<file path="config.mk">
export PLATFORM = sky130hd
export DESIGN_NAME = imem_loader_flat
export DESIGN_NICKNAME = d
export VERILOG_FILES = /design/src/rtl/imem_loader_pkg.sv /design/src/rtl/imem_loader_if.sv /design/src/rtl/imem_loader_byte_packer.sv /design/src/rtl/imem_loader.sv /design/src/flat_wrapper.sv
export SDC_FILE = /design/constraint.sdc
export NUM_CORES = 1
export LEC_CHECK = 0
export BUFFER_PORTS_ARGS = -buffer_cell sky130_fd_sc_hd__buf_2
export CAP_MARGIN = 20
export CORE_ASPECT_RATIO = 1.5
export CORE_UTILIZATION = 32
export CTS_CLUSTER_DIAMETER = 120
export CTS_CLUSTER_SIZE = 12
export DETAILED_ROUTE_END_ITERATION = 8
export GPL_ROUTABILITY_DRIVEN = 0
export HOLD_SLACK_MARGIN = 0.02
export PLACE_DENSITY = 0.47
export SLEW_MARGIN = 30
export SYNTH_ARGS = -nofsm -noshare
export SYNTH_HDL_FRONTEND = slang
export SYNTH_SLANG_ARGS = --single-unit
</file>
<file path="constraint.sdc">
create_clock -name clk -period 2.87 [get_ports clk]
set_clock_uncertainty 0.1 [all_clocks]
set_input_delay 0.1435 -clock clk [delete_from_list [all_inputs] [get_ports clk]]
set_output_delay 0.1435 -clock clk [all_outputs]
set_load 0.1 [all_outputs]
</file>
<file path="src/rtl/imem_loader_pkg.sv">
// Shared loader definitions: instruction memory geometry, word packing width and FSM states.
package imem_loader_pkg;
  localparam int IMEM_DEPTH     = 64;
  localparam int IMEM_ADDR_W    = 6;
  localparam int BYTES_PER_WORD = 4;

  typedef enum logic [1:0] {
    IDLE  = 2'd0,
    RECV  = 2'd1,
    WRITE = 2'd2,
    DONE  = 2'd3
  } ld_state_e;
endpackage

</file>
<file path="src/rtl/imem_loader_if.sv">
// Byte-stream handshake plus instruction-memory write port seen by the loader.
interface imem_loader_if import imem_loader_pkg::*; #(
  parameter int ADDR_W = IMEM_ADDR_W
);
  logic              rx_valid;
  logic [7:0]        rx_data;
  logic              rx_ready;
  logic              wr_en;
  logic [ADDR_W-1:0] wr_addr;
  logic [31:0]       wr_data;

  // master = loader side, slave = byte source / memory side
  modport master (input rx_valid, rx_data, output rx_ready, wr_en, wr_addr, wr_data);
  modport slave  (output rx_valid, rx_data, input rx_ready, wr_en, wr_addr, wr_data);
endinterface

</file>
<file path="src/rtl/imem_loader_byte_packer.sv">
// Assembles little-endian bytes into a 32-bit word; first byte ends up in the LSB.
module imem_loader_byte_packer import imem_loader_pkg::*; (
  input  logic        clk,
  input  logic        rst,
  input  logic        clear,
  input  logic        shift_en,
  input  logic [7:0]  byte_in,
  output logic [31:0] word_next,
  output logic        word_full
);
  localparam int LANE_W = $clog2(BYTES_PER_WORD);

  logic [LANE_W-1:0] lane;
  logic [31:0]       word_q;

  // Shifting in from the top leaves byte k at [8k+7:8k] once the word is complete.
  assign word_next = {byte_in, word_q[31:8]};
  assign word_full = shift_en && (lane == LANE_W'(BYTES_PER_WORD - 1));

  always_ff @(posedge clk) begin
    if (rst || clear) begin
      lane   <= '0;
      word_q <= '0;
    end else if (shift_en) begin
      lane   <= lane + 1'b1;
      word_q <= word_next;
    end
  end
endmodule

</file>
<file path="src/rtl/imem_loader.sv">
// Boot loader: fills instruction memory from a byte stream, holding the core in reset until done.
module imem_loader import imem_loader_pkg::*; #(
  parameter int ADDR_W  = IMEM_ADDR_W,
  parameter int DEPTH   = IMEM_DEPTH,
  parameter int TIMEOUT = 1000
) (
  input  logic              clk,
  input  logic              rst,
  input  logic              load_start,
  input  logic [ADDR_W:0]   load_len,
  imem_loader_if.master     bus,
  output logic              cpu_rst,
  output logic              busy,
  output logic              done,
  output logic              err
);
  localparam int TO_W = (TIMEOUT > 1) ? $clog2(TIMEOUT) : 1;

  ld_state_e         state;
  logic [ADDR_W-1:0] word_idx;
  logic [ADDR_W:0]   len_q;
  logic [ADDR_W:0]   len_sat;
  logic [TO_W-1:0]   to_cnt;
  logic [ADDR_W-1:0] wr_addr_q;
  logic [31:0]       wr_data_q;
  logic              err_q;
  logic              accept;
  logic              pk_full;
  logic [31:0]       pk_next;

  assign len_sat = (load_len > (ADDR_W+1)'(DEPTH)) ? (ADDR_W+1)'(DEPTH) : load_len;
  assign accept  = bus.rx_valid && (state == RECV);

  // Partial word is dropped whenever the FSM is outside RECV.
  imem_loader_byte_packer u_packer (
    .clk       (clk),
    .rst       (rst),
    .clear     (state != RECV),
    .shift_en  (accept),
    .byte_in   (bus.rx_data),
    .word_next (pk_next),
    .word_full (pk_full)
  );

  always_ff @(posedge clk) begin
    if (rst) begin
      state     <= IDLE;
      word_idx  <= '0;
      len_q     <= '0;
      to_cnt    <= '0;
      wr_addr_q <= '0;
      wr_data_q <= '0;
      err_q     <= 1'b0;
    end else begin
      case (state)
        IDLE, DONE: begin
          if (load_start) begin
            err_q    <= 1'b0;
            len_q    <= len_sat;
            word_idx <= '0;
            to_cnt   <= '0;
            state    <= (len_sat == '0) ? DONE : RECV;
          end
        end
        RECV: begin
          if (accept) begin
            to_cnt <= '0;
            if (pk_full) begin
              wr_addr_q <= word_idx;
              wr_data_q <= pk_next;
              state     <= WRITE;
            end
          end else if (to_cnt == TO_W'(TIMEOUT - 1)) begin
            to_cnt <= '0;
            err_q  <= 1'b1;
            state  <= IDLE;
          end else begin
            to_cnt <= to_cnt + 1'b1;
          end
        end
        WRITE: begin
          to_cnt <= '0;
          if ({1'b0, word_idx} == len_q - (ADDR_W+1)'(1)) begin
            state <= DONE;
          end else begin
            word_idx <= word_idx + 1'b1;
            state    <= RECV;
          end
        end
        default: state <= IDLE;
      endcase
    end
  end

  assign bus.rx_ready = (state == RECV);
  assign bus.wr_en    = (state == WRITE);
  assign bus.wr_addr  = wr_addr_q;
  assign bus.wr_data  = wr_data_q;
  assign cpu_rst      = (state != DONE);
  assign busy         = (state == RECV) || (state == WRITE);
  assign done         = (state == DONE);
  assign err          = err_q;
endmodule
</file>
<file path="src/flat_wrapper.sv">
// flat-port wrapper written by rule: the top's interface ports become plain ports
module imem_loader_flat import imem_loader_pkg::*;
#(
  parameter int ADDR_W  = IMEM_ADDR_W,
  parameter int DEPTH   = IMEM_DEPTH,
  parameter int TIMEOUT = 1000
)
  (clk, rst, load_start, load_len, cpu_rst, busy, done, err, bus_rx_valid, bus_rx_data, bus_rx_ready, bus_wr_en, bus_wr_addr, bus_wr_data);
  imem_loader_if #(.ADDR_W(ADDR_W)) bus_i ();
  input  logic clk;
  input  logic rst;
  input  logic load_start;
  input  logic [ADDR_W:0] load_len;
  output logic cpu_rst;
  output logic busy;
  output logic done;
  output logic err;
  input wire logic [$bits(bus_i.rx_valid)-1:0] bus_rx_valid;
  input wire logic [$bits(bus_i.rx_data)-1:0] bus_rx_data;
  output wire logic [$bits(bus_i.rx_ready)-1:0] bus_rx_ready;
  output wire logic [$bits(bus_i.wr_en)-1:0] bus_wr_en;
  output wire logic [$bits(bus_i.wr_addr)-1:0] bus_wr_addr;
  output wire logic [$bits(bus_i.wr_data)-1:0] bus_wr_data;
  assign bus_i.rx_valid = bus_rx_valid;
  assign bus_i.rx_data = bus_rx_data;
  assign bus_rx_ready = bus_i.rx_ready;
  assign bus_wr_en = bus_i.wr_en;
  assign bus_wr_addr = bus_i.wr_addr;
  assign bus_wr_data = bus_i.wr_data;
  imem_loader #(.ADDR_W(ADDR_W), .DEPTH(DEPTH), .TIMEOUT(TIMEOUT)) u_core (.clk(clk), .rst(rst), .load_start(load_start), .load_len(load_len), .bus(bus_i), .cpu_rst(cpu_rst), .busy(busy), .done(done), .err(err));
endmodule
</file>
==> metrics.md <==
| Metric | Value |
|---|---|
| Hold path depth | `3` |
| Seq/Total Area, Yosys | `0.480` |
| Hold Slack | `51.8 ps` |
| Initial antenna violation count | `0` |
| First-pass GRT wire length | `14.8 mm` |
| Crit path max fanout | `6` |
| Vert. Die Dim | `135 µm` |
| Final Cycle Share | `0.771` |
| Max-slew violation count | `0` |
| Die X | `90.4 µm` |
| Post-CTS Resized | `0` |
| Area Overhead vs Synth | `22.4%` |
| Setup_tns | `0 ps` |
| Crit-path leading delay family | `simple AND/OR/NAND/NOR gates` |
| Initial DRC Count | `100` |
| Crit-path slowest cell | `or4_1` |
| Max Freq | `452 MHz` |
| Maximum vdd drop | `0.346 mV` |
| CP endpoint | `u_core.word_idx[0]` |
| Starting density of the core | `0.327` |
| Via count | `3114` |
| CTS Buf Count | `9` |
| Synth top cells by count | `nand2_1 (95), dfxtp_1 (90), nor2_1 (49)` |
| Yosys cell types | `37` |
| Worst stage delay on the critical path | `550 ps` |
| Root Buffer | `clkbuf_16` |
| Largest net degree at the start of global routing | `44` |
| Synth top area cells | `dfxtp_1 (48%), nand2_1 (9.5%), mux2i_1 (7.2%)` |
| Sink Count | `90` |
| Synth Flop Type | `dfxtp_1` |
| Critical path buffer and inverter count | `0` |
| # diodes | `0` |
| Fillers | `1169` |
| Post-CTS setup buffer count | `0` |
| Worst slew pin tran | `767 ps` |
| Worst Setup SP | `u_core.len_q[0]` |
| CP Class | `flip-flop to flip-flop` |
| #FFs+latches synth | `90` |
| Reg area | `1800 µm²` |
| Tmin final | `2210 ps` |
| Vias in the first global route | `2919` |
| Pwr Density | `763 nW/µm²` |
| Global Route Usage Sum | `0.154` |
| Hold buffer count at CTS | `9` |
| Skew-Pair Late Insertion Delay | `330 ps` |
| Vias per cell | `4.73` |
| Crit end category | `flip-flop` |
| Mean routed wirelength per cell | `13.7 µm` |
| Clock transition at path regs | `60 ps` |
| Synth Warn # | `0` |
| Reg2Reg Depth | `5` |
| Leak | `1.78 nW` |
| Area of the mapped netlist | `3750 µm²` |
| Grt ovf | `0` |
| Final HPWL DP | `6.25 mm` |
| Die Area | `12200 µm²` |
| Post-Syn Nets | `468` |
| Dominant cell type by area after synthesis | `dfxtp_1` |
| Core Area | `11500 µm²` |
| Design Power | `3.50 mW` |
| Max_cap viols | `0` |
| Routed WL | `9.02 mm` |
| Synth async-reset ratio | `0` |
| Most frequent cell after synthesis | `nand2_1` |
| Share of cells above drive strength 1 | `0.173` |
| RSZ-0062 raised after global routing | `no` |
| # IOs | `63` |
| Number of synthesized flops with an enable pin | `0` |
| Drt drc | `0` |
| Worst EP required | `2980 ps` |
| Post-synth top area share | `0.480` |
| Final ANT Viol Nets | `0` |
| HP Class | `input port to flip-flop` |
| Synth Instances | `441` |
| Reg2Reg Setup Slack | `660 ps` |
| Worst r2r src | `u_core.len_q[0]` |
| CTS tree | `yes` |
| Post-synthesis average cell area | `8.51 µm²` |
| Status | `finished clean` |
| Hold Fails Final Rpt | `0` |
| CP Launch Type | `flip-flop` |
| Final nets | `530` |
| Critical Path AT | `2320 ps` |
| WP depth | `5` |
| Worst R2R End | `u_core.word_idx[0]` |
| Port Buffers | `62` |
| Max clock buf depth | `2` |
| Drt first pass iters | `5` |
| # setup viols final | `0` |
| Worst relative slew slack | `0.489` |
| # H-tree levels | `3` |
| CP Cell Sequence | `or4_1, or3_4, a211oi_4, a31oi_4, mux2i_1` |
| Cell row count | `48` |
| Footprint of the multi-input gates | `1820 µm²` |
per-stage QoR:
| step | cells | utilization | area, µm² | worst slack, ps |
|---|---|---|---|---|
| 5_1_grt | 658 | 0.400 | 4590 | 473 |
| 4_1_cts | 658 | 0.400 | 4590 | 657 |
| 3_5_place_dp | 633 | 0.366 | 4200 | 667 |
| 2_1_floorplan | 441 | - | 3750 | 286 |
| 3_3_place_gp | 633 | 0.366 | 4200 | 710 |
| 6_report | 658 | 0.400 | 4590 | 658 |
layer usage:
layer  vias up  wire [µm]  global-route usage
met5         -          0                   0
met4         0        165              0.0690
met3        11        304              0.0360
met2        52       4600               0.270
met1      1449       3950               0.179
li1       1602          -                   -
logic make-up after synthesis:
kind of cell             Yosys count  share of synthesized area
AO/OA/AOI/OAI                     69                      0.112
XOR/XNOR                          17                     0.0397
adder cells (fa/ha/maj)            8                     0.0267
buffers and inverters             34                     0.0340
flip-flops                        90                      0.480
multiplexers                      27                     0.0720
AND/OR/NAND/NOR                  196                      0.235
flip-flops by register name (all words and copies together), names as in the netlist:
| name | cells |
|---|---|
| u_core.bus.wr_data | 32 |
| u_core.u_packer.word_q | 24 |
| u_core.to_cnt | 10 |
| u_core.len_q | 7 |
| u_core.bus.wr_addr | 6 |
| u_core.word_idx | 6 |
| u_core.state | 2 |
| u_core.u_packer.lane | 2 |
| u_core.err | 1 |
layout make-up:
type	count	area share
inverter	8	0.00654
multi-input combinational	317	0.397
sequential	90	0.392
tap	150	0.0409
timing repair buffer	77	0.0970
clock inverter	4	0.0109
clock buffer	12	0.0558
power by group:
group | switching (mW) | total [mW] | internal [mW] | leakage (nW)
registers | 0.0634 | 1.37 | 1.30 | 0.726
clock network | 0.485 | 1.21 | 0.722 | 0.145
logic | 0.667 | 0.930 | 0.264 | 0.914
placed cells by master (no fill, tap or decap), types with 8 or more instances in the layout:
cell type,instances
nand2_1,95
dfxtp_1,90
buf_2,62
nor2_1,49
a21oi_1,47
mux2i_1,27
nand2b_1,13
xnor2_1,12
clkbuf_16,9
dlygate4sd3_1,9
inv_1,8
ha_1,8
worst min-delay path by stage:
stage	from	end	slack (ps)
6_report	load_len[6]	u_core.len_q[6]	50
3_5_place_dp	bus_rx_data[7]	u_core.u_packer.word_q[31]	310
3_3_place_gp	bus_rx_data[7]	u_core.u_packer.word_q[31]	300
4_1_cts	load_len[6]	u_core.len_q[6]	40
2_1_floorplan	bus_rx_data[0]	u_core.bus.wr_data[24]	180
5_1_grt	load_len[6]	u_core.len_q[6]	60
worst min-delay path, stage by stage:
cell and delay [ps]:
buf_2 150, nand3_1 80, a21oi_1 50
Note: power is estimated with default switching activity, not from simulation.
